### config.mk
export PLATFORM = sky130hd
export DESIGN_NAME = framebuffer_swap_ctrl
export DESIGN_NICKNAME = d
export VERILOG_FILES = /design/src/rtl/fb_pkg.sv /design/src/rtl/fb_frame_stats.sv /design/src/rtl/framebuffer_swap_ctrl.sv
export SDC_FILE = /design/constraint.sdc
export NUM_CORES = 1
export LEC_CHECK = 0
export ABC_AREA = 0
export CORE_ASPECT_RATIO = 1.75
export CORE_UTILIZATION = 25
export CTS_CLUSTER_DIAMETER = 50
export DETAILED_ROUTE_END_ITERATION = 8
export PLACE_DENSITY_LB_ADDON = 0.05
export SLEW_MARGIN = 20
export SYNTH_ARGS = -nofsm -noshare
export SYNTH_HDL_FRONTEND = slang
export SYNTH_HIERARCHICAL = 1
export SYNTH_SLANG_ARGS = --single-unit
### constraint.sdc
create_clock -name pixel_clk_in -period 1.44 [get_ports pixel_clk_in]
set_clock_uncertainty 0.05 [all_clocks]
set_input_delay 0.288 -clock pixel_clk_in [delete_from_list [all_inputs] [get_ports pixel_clk_in]]
set_output_delay 0.288 -clock pixel_clk_in [all_outputs]
set_load 0.005 [all_outputs]
### src/rtl/fb_pkg.sv
// Shared types and geometry helpers for the double-buffered framebuffer controller.
package fb_pkg;

   typedef enum logic [1:0] {
      START,
      RENDER,
      DONE,
      SWAP
   } fb_state_t;

   localparam int BANK_BITS  = 1;
   localparam int STAT_WIDTH = 16;

   function automatic int fb_depth(input int width, input int height);
      return width * height;
   endfunction

   localparam int FB_DEPTH = fb_depth(320, 180);

endpackage

### src/rtl/fb_frame_stats.sv
// Frame statistics: counts bank swaps and repeated (not-yet-rendered) frames.
// One-cycle update latency; counters wrap and never stall anything.
module fb_frame_stats
   import fb_pkg::*;
(
   input  logic                  clk,
   input  logic                  rst_n,
   input  logic                  swap_evt,
   input  logic                  repeat_evt,
   output logic [STAT_WIDTH-1:0] frames_rendered,
   output logic [STAT_WIDTH-1:0] frames_repeated
);

   always_ff @(posedge clk or negedge rst_n) begin
      if (!rst_n) begin
         frames_rendered <= '0;
         frames_repeated <= '0;
      end else begin
         if (swap_evt)
            frames_rendered <= frames_rendered + 1'b1;
         if (repeat_evt)
            frames_repeated <= frames_repeated + 1'b1;
      end
   end

endmodule

### src/rtl/framebuffer_swap_ctrl.sv
// Double-buffer swap controller: writes go to the back bank, reads to the front, swap only at vblank.
// Write/read paths are 1-cycle registered; no backpressure, illegal writes are dropped. Option: FB_STATS_EN.
module framebuffer_swap_ctrl
   import fb_pkg::*;
#(
   parameter int SCREEN_WIDTH  = 320,
   parameter int SCREEN_HEIGHT = 180,
   parameter int PIXEL_WIDTH   = 16,
   parameter int ADDR_WIDTH    = 16
) (
   input  logic                            pixel_clk_in,
   input  logic                            rst_in,
   input  logic                            ray_valid_in,
   input  logic [ADDR_WIDTH-1:0]           ray_address_in,
   input  logic [PIXEL_WIDTH-1:0]          ray_pixel_in,
   input  logic                            ray_last_pixel_in,
   input  logic                            new_frame_in,
   input  logic [ADDR_WIDTH-1:0]           video_addr_in,
   output logic                            wr_en_out,
   output logic [ADDR_WIDTH+BANK_BITS-1:0] wr_addr_out,
   output logic [PIXEL_WIDTH-1:0]          wr_data_out,
   output logic [ADDR_WIDTH+BANK_BITS-1:0] rd_addr_out,
   output logic                            front_sel_out,
   output logic                            frame_start_out,
   output logic                            wr_err_out
`ifdef FB_STATS_EN
   ,
   output logic [STAT_WIDTH-1:0]           frames_rendered_out,
   output logic [STAT_WIDTH-1:0]           frames_repeated_out
`endif
);

   localparam logic [ADDR_WIDTH-1:0] DEPTH = ADDR_WIDTH'(fb_depth(SCREEN_WIDTH, SCREEN_HEIGHT));

   fb_state_t state;
   fb_state_t state_nxt;

   logic in_render;
   logic last_wr;
   logic wr_ok;

   assign in_render = (state == RENDER);
   assign last_wr   = ray_valid_in & ray_last_pixel_in;
   assign wr_ok     = ray_valid_in & in_render & (ray_address_in < DEPTH);

   always_ff @(posedge pixel_clk_in or negedge rst_in) begin
      if (!rst_in)
         state <= START;
      else
         state <= state_nxt;
   end

   // A vblank without a finished frame simply repeats the current front bank.
   always_comb begin
      state_nxt = state;
      case (state)
         START:   state_nxt = RENDER;
         RENDER:  if (last_wr) state_nxt = new_frame_in ? SWAP : DONE;
         DONE:    if (new_frame_in) state_nxt = SWAP;
         SWAP:    state_nxt = START;
         default: state_nxt = START;
      endcase
   end

   always_ff @(posedge pixel_clk_in or negedge rst_in) begin
      if (!rst_in) begin
         wr_en_out       <= 1'b0;
         wr_addr_out     <= '0;
         wr_data_out     <= '0;
         rd_addr_out     <= '0;
         front_sel_out   <= 1'b0;
         frame_start_out <= 1'b0;
         wr_err_out      <= 1'b0;
      end else begin
         wr_en_out <= wr_ok;
         if (ray_valid_in) begin
            wr_addr_out <= {~front_sel_out, ray_address_in};
            wr_data_out <= ray_pixel_in;
         end
         rd_addr_out     <= {front_sel_out, video_addr_in};
         frame_start_out <= (state == START);
         if (state == SWAP)
            front_sel_out <= ~front_sel_out;
         if (ray_valid_in && !wr_ok)
            wr_err_out <= 1'b1;
      end
   end

`ifdef FB_STATS_EN
   logic swap_evt;
   logic repeat_evt;

   assign swap_evt   = (state == SWAP);
   assign repeat_evt = in_render & new_frame_in & ~last_wr;

   fb_frame_stats u_stats (
      .clk             (pixel_clk_in),
      .rst_n           (rst_in),
      .swap_evt        (swap_evt),
      .repeat_evt      (repeat_evt),
      .frames_rendered (frames_rendered_out),
      .frames_repeated (frames_repeated_out)
   );
`else
   // Statistics disabled: no counters are built.
`endif

endmodule
==> results of run 1 <==
[routing by layer]
layer  up-vias  share of wire, %
li1        649                 -
met1       721                35
met2        59                57
met3         5               5.2
met4         0               1.8
met5         -                 0
[metrics by stage]
step	TNS, ps	instance area, um^2	hold WS [ps]	power (W)	util [%]
after floorplan	0	1970	-57.6	0.00225	-
after global placement	-502	3210	132	0.00296	42.2
after detailed placement	-597	3210	129	0.00300	42.2
after CTS	-38.1	3340	360	0.00413	43.9
after global routing	-133	3390	372	0.00442	44.5
final	-45.2	3390	349	0.00418	44.5
[worst min path at each step]
stage	endpoint	slack (ps)	depth (start not counted)
after global placement	wr_addr_out[1]$_DFFE_PN0P_	130	1
after detailed placement	wr_addr_out[1]$_DFFE_PN0P_	130	1
after floorplan	frame_start_out$_DFF_PN0_	-60	0
final	wr_addr_out[1]$_DFFE_PN0P_	350	2
after global routing	rd_addr_out[13]$_DFF_PN0_	370	1
after CTS	wr_addr_out[1]$_DFFE_PN0P_	360	2
[cell usage after synthesis]
cell type and n:
and3_1 2, dfrtp_1 56, buf_4 1, a2111oi_0 1
o211ai_1 1, inv_1 4, buf_2 3, o21ai_2 1
nand2_1 1, a21oi_1 1, nor2b_1 1, or4_1 1
or4_4 1, xor2_1 1, mux2_2 33, o21ai_0 1
mux2i_1 1, a21boi_1 1, nor2_1 2, ha_1 4
[sequential cells by signal, indices dropped and copies added, names as in the netlist]
signal	count
rd_addr_out	17
wr_addr_out	17
wr_data_out	16
state	2
frame_start_out	1
front_sel_out	1
wr_en_out	1
wr_err_out	1
[report_power, final]
| part | switching, W | internal [W] | total (W) |
|---|---|---|---|
| clock | 0.000529 | 0.000634 | 0.00116 |
| sequential | 0.000115 | 0.00178 | 0.00190 |
| combinational | 0.000414 | 0.000707 | 0.00112 |
[what timing repair did]
action | 4_1_cts | 5_1_grt
pin swaps | 1 | 1
setup buffers | 5 | 1
resized for setup | 62 | 8
hold buffers | 1 | 0
endpoints found under the setup margin | 56 | 2
endpoints found under the hold margin | 7 | 0
gates cloned | 0 | 0
[cell families after synthesis]
kind of cell	after synthesis	synth area share, %
buffers and inverters	8	1.90
XOR/XNOR	1	0.445
multiplexers	34	19.4
flip-flops	56	71.1
AO/OA/AOI/OAI	6	2.16
AND/OR/NAND/NOR	8	2.48
adder cells (fa/ha/maj)	4	2.54
[layout make-up]
class                   instances  area (um^2)
inverters                       4         15.0
fillers                       717         4230
multi-input cells              53          586
repair buffers                122         1140
flip-flops and latches         56         1400
well taps                      88          110
clock inverters                 1         5.00
clock buffers                   6          129
==> results.cfg, run 1 <==
[finish]
final_nets = 299
final_cells = 330
antenna_cells = 0
layout-drive-gt1-share_pct = 27.7
layout_common_cells = 55 x dfrtp_1, 54 x dlygate4sd2_1, 50 x clkdlybuf4s50_1, 32 x mux2_2, 12 x buf_4
layout_commonest_cell = dfrtp_1
synthToLayoutAreaGrowth_pct = 72.1

[timing]
slew_viol_final = 0
hold_violations = 0
rsz0062_at_grt = yes
worst_pin_slew_ps = 377
fmax_mhz = 673
fin_crit_ps = 1490
worst_slack_ps = -45.2
fin_crit_sh_pct = 103
relSlewSlack_pct = 74.8
setup_viol = 1

[detailed_routing]
dr.pass1.iters = 2
drc = 0
drt-vias-per-instance = 4.35
detail-route-antenna-nets = 0
detail_route.wirelength_mm = 5.05
wl_per_cell_um = 15.3
drt-initial-drc-count = 35
num_vias = 1434

[place]
port_buffers = 106
pre_cts_ws_ps = -230
post-dp-hpwl_mm = 3.84
place.gp.congestion = 0.710
place_inst = 316

[worst_setup_path]
critPathSlowestCell = or4_1
critical_path_buf_inv_count = 1
max_stage_delay_ps = 510
crit_path_end_kind = flip-flop
timing_worst_setup_path_type = flip-flop to flip-flop
cp_top_family = simple AND/OR/NAND/NOR gates
required_ps = 1600
reg2reg_depth = 5
critPathLaunch = state[0]$_DFFE_PN0P_
endpoint = state[0]$_DFFE_PN0P_
path_cells = inv_2 -> ha_4 -> nor2b_4 -> or4_1 -> o21ai_1
cp_num_cells = 5
r2r_end = state[0]$_DFFE_PN0P_
worst_setup_path_start_kind = flip-flop
crit_arrival_ps = 1650
r2r_start = state[0]$_DFFE_PN0P_
worstPathMaxFanout = 3
rrSetupSlack_ps = -50

[grt]
grt_overflow = 0
grt_pass1_wl_mm = 8.11
use_met3_pct = 3.55
grt_use_met1_pct = 13.5
grt_max_degree = 25
grtUsageMet2_pct = 23.5
grt_usage_pct = 12.8
antenna_found_initial = 0
top_usage_layer = met2
first_global_vias = 1555

[die]
num_io_pins = 107
dieArea_mm2 = 0.00826
initial_utilization_pct = 25.9
die_y_um = 119
fp.dieW_um = 69.1
num_rows = 42
core-area_mm2 = 0.00762

[synthesis]
post_synth_num_cell_types = 20
ys_ff_latch = 56
synthCells = 117
syn_nets = 174
synth_top_cell_area_share_pct = 71.1
synth_area_mm2 = 0.00197
syn_avg_cell_area_um2 = 16.8
yosysSeqAreaShare_pct = 71.1
yosysTopAreaCell = dfrtp_1
yosys-top-cells-area = dfrtp_1 71%, mux2_2 19%, ha_1 2.5%
synth_warnings = 6

[clock_tree]
clockRootBuffer = clkbuf_16
htree_levels = 2
cts_tree = done
clk_pin_slew_ps = 70
clock_latency_ps = 290
clockBufferDepth = 2
cts_buffers = 5
cts.sink_count = 56

[outcome]
status = finished with violations
violations = negative setup slack

[power_and_ir_drop]
p_leak_nw = 1.53
irDropWorstVdd_v = 0.000657
powerDensity_mw_per_mm2 = 1230

[min_path]
holdCritPathClass = input port to asynchronous set/reset pin

[job]
maxCapViolCount = 0
Note: power is estimated with default switching activity, not from simulation.
==> run 2, diff against run 1 <==
Settings changed: RECOVER_POWER set to 100.
==> run 2 against run 1 <==
The run still ends with negative setup slack left. Die area stayed put. Design area down 1.5%. Global-route usage did not move. Via count increased by 0.42%. Critical path depth stayed put. Non-clock buffer count unchanged. Wire length is 0.57% lower. First-iteration DRC count is 5.7% higher. Worst setup slack got worse by 5.2 ps. Largest cell class unchanged. Clock power is essentially flat. Power down 1.0%. Utilization shrank 0.66 points.
==> results.cfg, run 2 (same netlist as run 1, synthesis figures left out) <==
[timing]
rsz0062_at_grt = yes
fin_crit_sh_pct = 104
slew_viol_final = 0
worst_slack_ps = -50.4
hold_ws_ps = 409
fmax_mhz = 671
setup_tns_ps = -50.4
hold_violations = 0
relSlewSlack_pct = 58.8
setup_viol = 1
worst_pin_slew_ps = 618
fin_crit_ps = 1490

[die]
num_rows = 42
die_y_um = 119
core-area_mm2 = 0.00762
initial_utilization_pct = 25.9
dieArea_mm2 = 0.00826
num_io_pins = 107
fp.dieW_um = 69.1

[power_and_ir_drop]
p_leak_nw = 1.50
irDropWorstVdd_v = 0.000657
powerDensity_mw_per_mm2 = 1240

[finish]
layout-drive-gt1-share_pct = 26.0
final_nets = 299
largestRegisters = rd_addr_out x17, wr_addr_out x17, wr_data_out x16
final_cells = 330
synthToLayoutAreaGrowth_pct = 69.5
layout_common_cells = 55 x dfrtp_1, 54 x dlygate4sd2_1, 34 x clkdlybuf4s50_1, 32 x mux2_2, 17 x dlygate4sd3_1
layout_commonest_cell = dfrtp_1
fin_util_pct = 43.8
n_fill_cell = 724
antenna_cells = 0

[detailed_routing]
met2_length_mm = 2.94
wl_met1_mm = 1.73
detail_route.wirelength_mm = 5.02
dr.pass1.iters = 2
drt-initial-drc-count = 37
maxUsedRoutingLayer = met4
drt-vias-per-instance = 4.36
wl_per_cell_um = 15.2
detail-route-antenna-nets = 0
num_vias = 1440
dr_wl_met3_um = 264
drc = 0

[clock_tree]
cts_tree = done
clockRootBuffer = clkbuf_16
clockBufferDepth = 2
cts_buffers = 5
clock_latency_ps = 290
cts.sink_count = 56
clk_pin_slew_ps = 60
htree_levels = 2

[worst_setup_path]
crit_arrival_ps = 1650
timing_worst_setup_path_type = flip-flop to flip-flop
max_stage_delay_ps = 470
required_ps = 1600
crit_path_end_kind = flip-flop
path_cells = inv_2 -> ha_4 -> a21boi_4 -> or4_1 -> o21ai_1
worstPathMaxFanout = 3
worst_setup_path_start_kind = flip-flop
critPathSlowestCell = or4_1

[grt]
antenna_found_initial = 0
grt_overflow = 0
grt_pass1_wl_mm = 8.11
first_global_vias = 1555
grt_max_degree = 25
grt_usage_pct = 12.8

[place]
place.gp.congestion = 0.710
port_buffers = 106
pre_cts_ws_ps = -230
post-dp-hpwl_mm = 3.84
place_inst = 316

[outcome]
status = finished with violations
violations = negative setup slack

[job]
maxCapViolCount = 0

[min_path]
holdCritPathClass = input port to asynchronous set/reset pin
-- run 2: metrics by stage --
| step | power (W) | area, um^2 |
|---|---|---|
| 6_report | 0.00414 | 3340 |
| 5_1_grt | 0.00438 | 3340 |
| 4_1_cts | 0.00413 | 3340 |
| 3_5_place_dp | 0.00300 | 3210 |
| 3_3_place_gp | 0.00296 | 3210 |
| 2_1_floorplan | 0.00225 | 1970 |
-- run 2: worst paths after layout --
path,start,slack (ps),cells after the start,to
max,state[1]$_DFFE_PN0P_,-50,5,state[0]$_DFFE_PN0P_
min,rst_in,410,2,wr_addr_out[1]$_DFFE_PN0P_
max reg2reg,state[1]$_DFFE_PN0P_,-50,5,state[0]$_DFFE_PN0P_
min reg2reg,wr_err_out$_DFFE_PN0P_,440,2,wr_err_out$_DFFE_PN0P_
max in group asynchronous,rst_in,210,3,rd_addr_out[10]$_DFF_PN0_
min in group pixel_clk_in,wr_err_out$_DFFE_PN0P_,440,2,wr_err_out$_DFFE_PN0P_
-- run 2: timing repair --
item                       4_1_cts  5_1_grt
setup endpoints to repair       56        2
pin swaps                        1        1
hold endpoints to repair         7        0
buffers inserted                 5        1
resized for setup               62        8
hold buffers                     1        0
-- run 2: per-layer routing --
metal	up-vias	GRT usage, %
met2	59	23.5
met5	-	0
met4	0	5.36
met1	726	13.5
li1	650	-
met3	5	3.55
-- run 2: final cells by class --
cell class,count,area [um^2],share of cell area [%]
Tap cell,88,110,3.30
Timing Repair Buffer,122,1090,32.7
Multi-Input combinational cell,53,586,17.5
Clock inverter,1,5.00,0.150
Clock buffer,6,129,3.86
Sequential cell,56,1400,42.0
Inverter,4,15.0,0.449
-- run 2: report_power, final --
part	leakage (nW)	internal, W	switching, W
clock	0.0667	0.000634	0.000526
combinational	0.785	0.000673	0.000410
sequential	0.653	0.00178	0.000114
total	1.50	0.00309	0.00105
-- run 2: critical path, delay by kind of cell, from the launching register on --
kind            cells  cell delay [ps]
buf+inv             1               70
flops               1              420
fa+ha+maj           1              170
compound gates      2              230
simple gates        1              470
==> run 3, diff against run 2 <==
Settings changed: GPL_TIMING_DRIVEN set to 0.
==> run 3 against run 2 <==
The flow still finishes with violations (negative setup slack). Design area down 0.64%. Count of clock-buffer cells in the layout unchanged. Clock power about the same. Critical path depth unchanged. Cell count down 1.2%. Via count down 3.1%. First-iteration DRC count up 43%. Hold slack worse by 190 ps. Global-route usage down 0.44 points. Flip-flop and latch count unchanged. Critical endpoint unchanged.
==> results.cfg, run 3 (same netlist as run 1, synthesis figures left out) <==
[finish]
layout_commonest_cell = dfrtp_1
final_nets = 295
layout_common_cells = 55 x dfrtp_1, 54 x dlygate4sd2_1, 33 x mux2_2, 26 x clkdlybuf4s50_1, 22 x dlygate4sd3_1
finalInstanceArea_mm2 = 0.00332
final_cells = 326
synthToLayoutAreaGrowth_pct = 68.4
antenna_cells = 0
largestRegisters = rd_addr_out x17, wr_addr_out x17, wr_data_out x16
layout-drive-gt1-share_pct = 26.1

[power_and_ir_drop]
total_power_w = 0.00418
p_leak_nw = 1.51
powerDensity_mw_per_mm2 = 1260
irDropWorstVdd_v = 0.000584

[worst_setup_path]
timing_worst_setup_path_type = flip-flop to flip-flop
required_ps = 1600
worst_setup_path_start_kind = flip-flop
path_cells = inv_2 -> ha_4 -> a21boi_4 -> or4_4 -> o21ai_2
crit_path_end_kind = flip-flop
worstPathMaxFanout = 4
reg2reg_depth = 5
max_stage_delay_ps = 490
rrSetupSlack_ps = -50
critPathSlowestCell = or4_4
r2r_end = state[0]$_DFFE_PN0P_
crit_arrival_ps = 1650
r2r_start = state[1]$_DFFE_PN0P_

[detailed_routing]
drt-vias-per-instance = 4.28
num_vias = 1395
drt-initial-drc-count = 53
detail-route-antenna-nets = 0
dr.pass1.iters = 5
drc = 0
wl_per_cell_um = 15.1
detail_route.wirelength_mm = 4.93

[grt]
use_met3_pct = 4.06
grt_overflow = 0
grt_use_met1_pct = 11.6
grt_usage_pct = 12.4
grt_max_degree = 57
antenna_found_initial = 0
first_global_vias = 1541
grtUsageMet2_pct = 23.4
grt_pass1_wl_mm = 7.82
top_usage_layer = met2

[clock_tree]
clockRootBuffer = clkbuf_16
cts.sink_count = 56
clock_latency_ps = 290
cts_tree = done
cts_buffers = 5
clk_pin_slew_ps = 70
htree_levels = 2
clockBufferDepth = 2

[timing]
rsz0062_at_grt = yes
relSlewSlack_pct = 17.1
worst_pin_slew_ps = 1240
setup_viol = 1
fmax_mhz = 671
worst_slack_ps = -49.3
setup_tns_ps = -49.3
slew_viol_final = 0
fin_crit_sh_pct = 103
hold_ws_ps = 216
hold_violations = 0
fin_crit_ps = 1490

[min_path]
holdCritPathClass = input port to asynchronous set/reset pin

[place]
place_inst = 310
post-dp-hpwl_mm = 3.64
place.gp.congestion = 0.726
placed_area_mm2 = 0.00313
port_buffers = 105

[die]
core-area_mm2 = 0.00762
dieArea_mm2 = 0.00826
initial_utilization_pct = 25.9
die_y_um = 119
num_rows = 42
fp.dieW_um = 69.1
num_io_pins = 107

[job]
maxCapViolCount = 0

[outcome]
status = finished with violations
violations = negative setup slack
[run 3: changes by cell type in the layout (fill, tap and decap cells not counted), moves of 2 or more]
cell | before | now
clkdlybuf4s50_1 | 34 | 26
dlymetal6s2s_1 | 0 | 2
dlygate4sd3_1 | 17 | 22
clkbuf_4 | 2 | 0
[run 3: final cells by class]
cell class                      count  area [um^2]
Buffer                              4         18.8
Clock buffer                        6          129
Clock inverter                      1         5.00
Fill cell                         708         4300
Inverter                            4         15.0
Multi-Input combinational cell     53          592
Sequential cell                    56         1400
Tap cell                           88          110
Timing Repair Buffer              114         1050
[run 3: critical path, delay by kind of cell (launching register included)]
| family | cells | cell delay (ps) |
|---|---|---|
| compound gates | 2 | 210 |
| fa+ha+maj | 1 | 170 |
| buf+inv | 1 | 90 |
| flops | 1 | 410 |
| simple gates | 1 | 490 |
[run 3: timing repair]
item | CTS | global route
resized for setup | 59 | 14
endpoints found under the hold margin | 0 | 0
buffers inserted | 7 | 2
setup endpoints to repair | 56 | 3
hold buffers | 0 | 0
pin swaps | 0 | 5
[run 3: stage by stage]
| stage | util, % | setup WS, ps |
|---|---|---|
| 2_1_floorplan | - | 15.8 |
| 3_3_place_gp | 41.1 | -1640 |
| 3_5_place_dp | 41.1 | -254 |
| 4_1_cts | 42.7 | -81.9 |
| 5_1_grt | 43.6 | -99.9 |
| 6_report | 43.6 | -49.3 |
[run 3: routing by layer]
layer | wire (um) | vias to the layer above | share of wire (%)
li1 | - | 637 | -
met1 | 1640 | 685 | 33
met2 | 2850 | 64 | 58
met3 | 311 | 9 | 6.3
met4 | 128 | 0 | 2.6
met5 | 0 | - | 0
[run 3: power by group]
group	leakage (nW)	internal (W)	total [W]	switching, W
Sequential	0.653	0.00178	0.00189	0.000108
Combinational	0.785	0.000701	0.00115	0.000452
Clock	0.0667	0.000633	0.00114	0.000506
[run 3: how the worst max path moves through the flow]
stage / startpoint / to / slack [ps]
4_1_cts: state[1]$_DFFE_PN0P_ / state[0]$_DFFE_PN0P_ / -80
3_3_place_gp: rst_in / state[1]$_DFFE_PN0P_ / -1640
6_report: state[1]$_DFFE_PN0P_ / state[0]$_DFFE_PN0P_ / -50
3_5_place_dp: ray_address_in[11] / wr_err_out$_DFFE_PN0P_ / -250
2_1_floorplan: state[1]$_DFFE_PN0P_ / state[0]$_DFFE_PN0P_ / 20
5_1_grt: state[0]$_DFFE_PN0P_ / state[0]$_DFFE_PN0P_ / -100
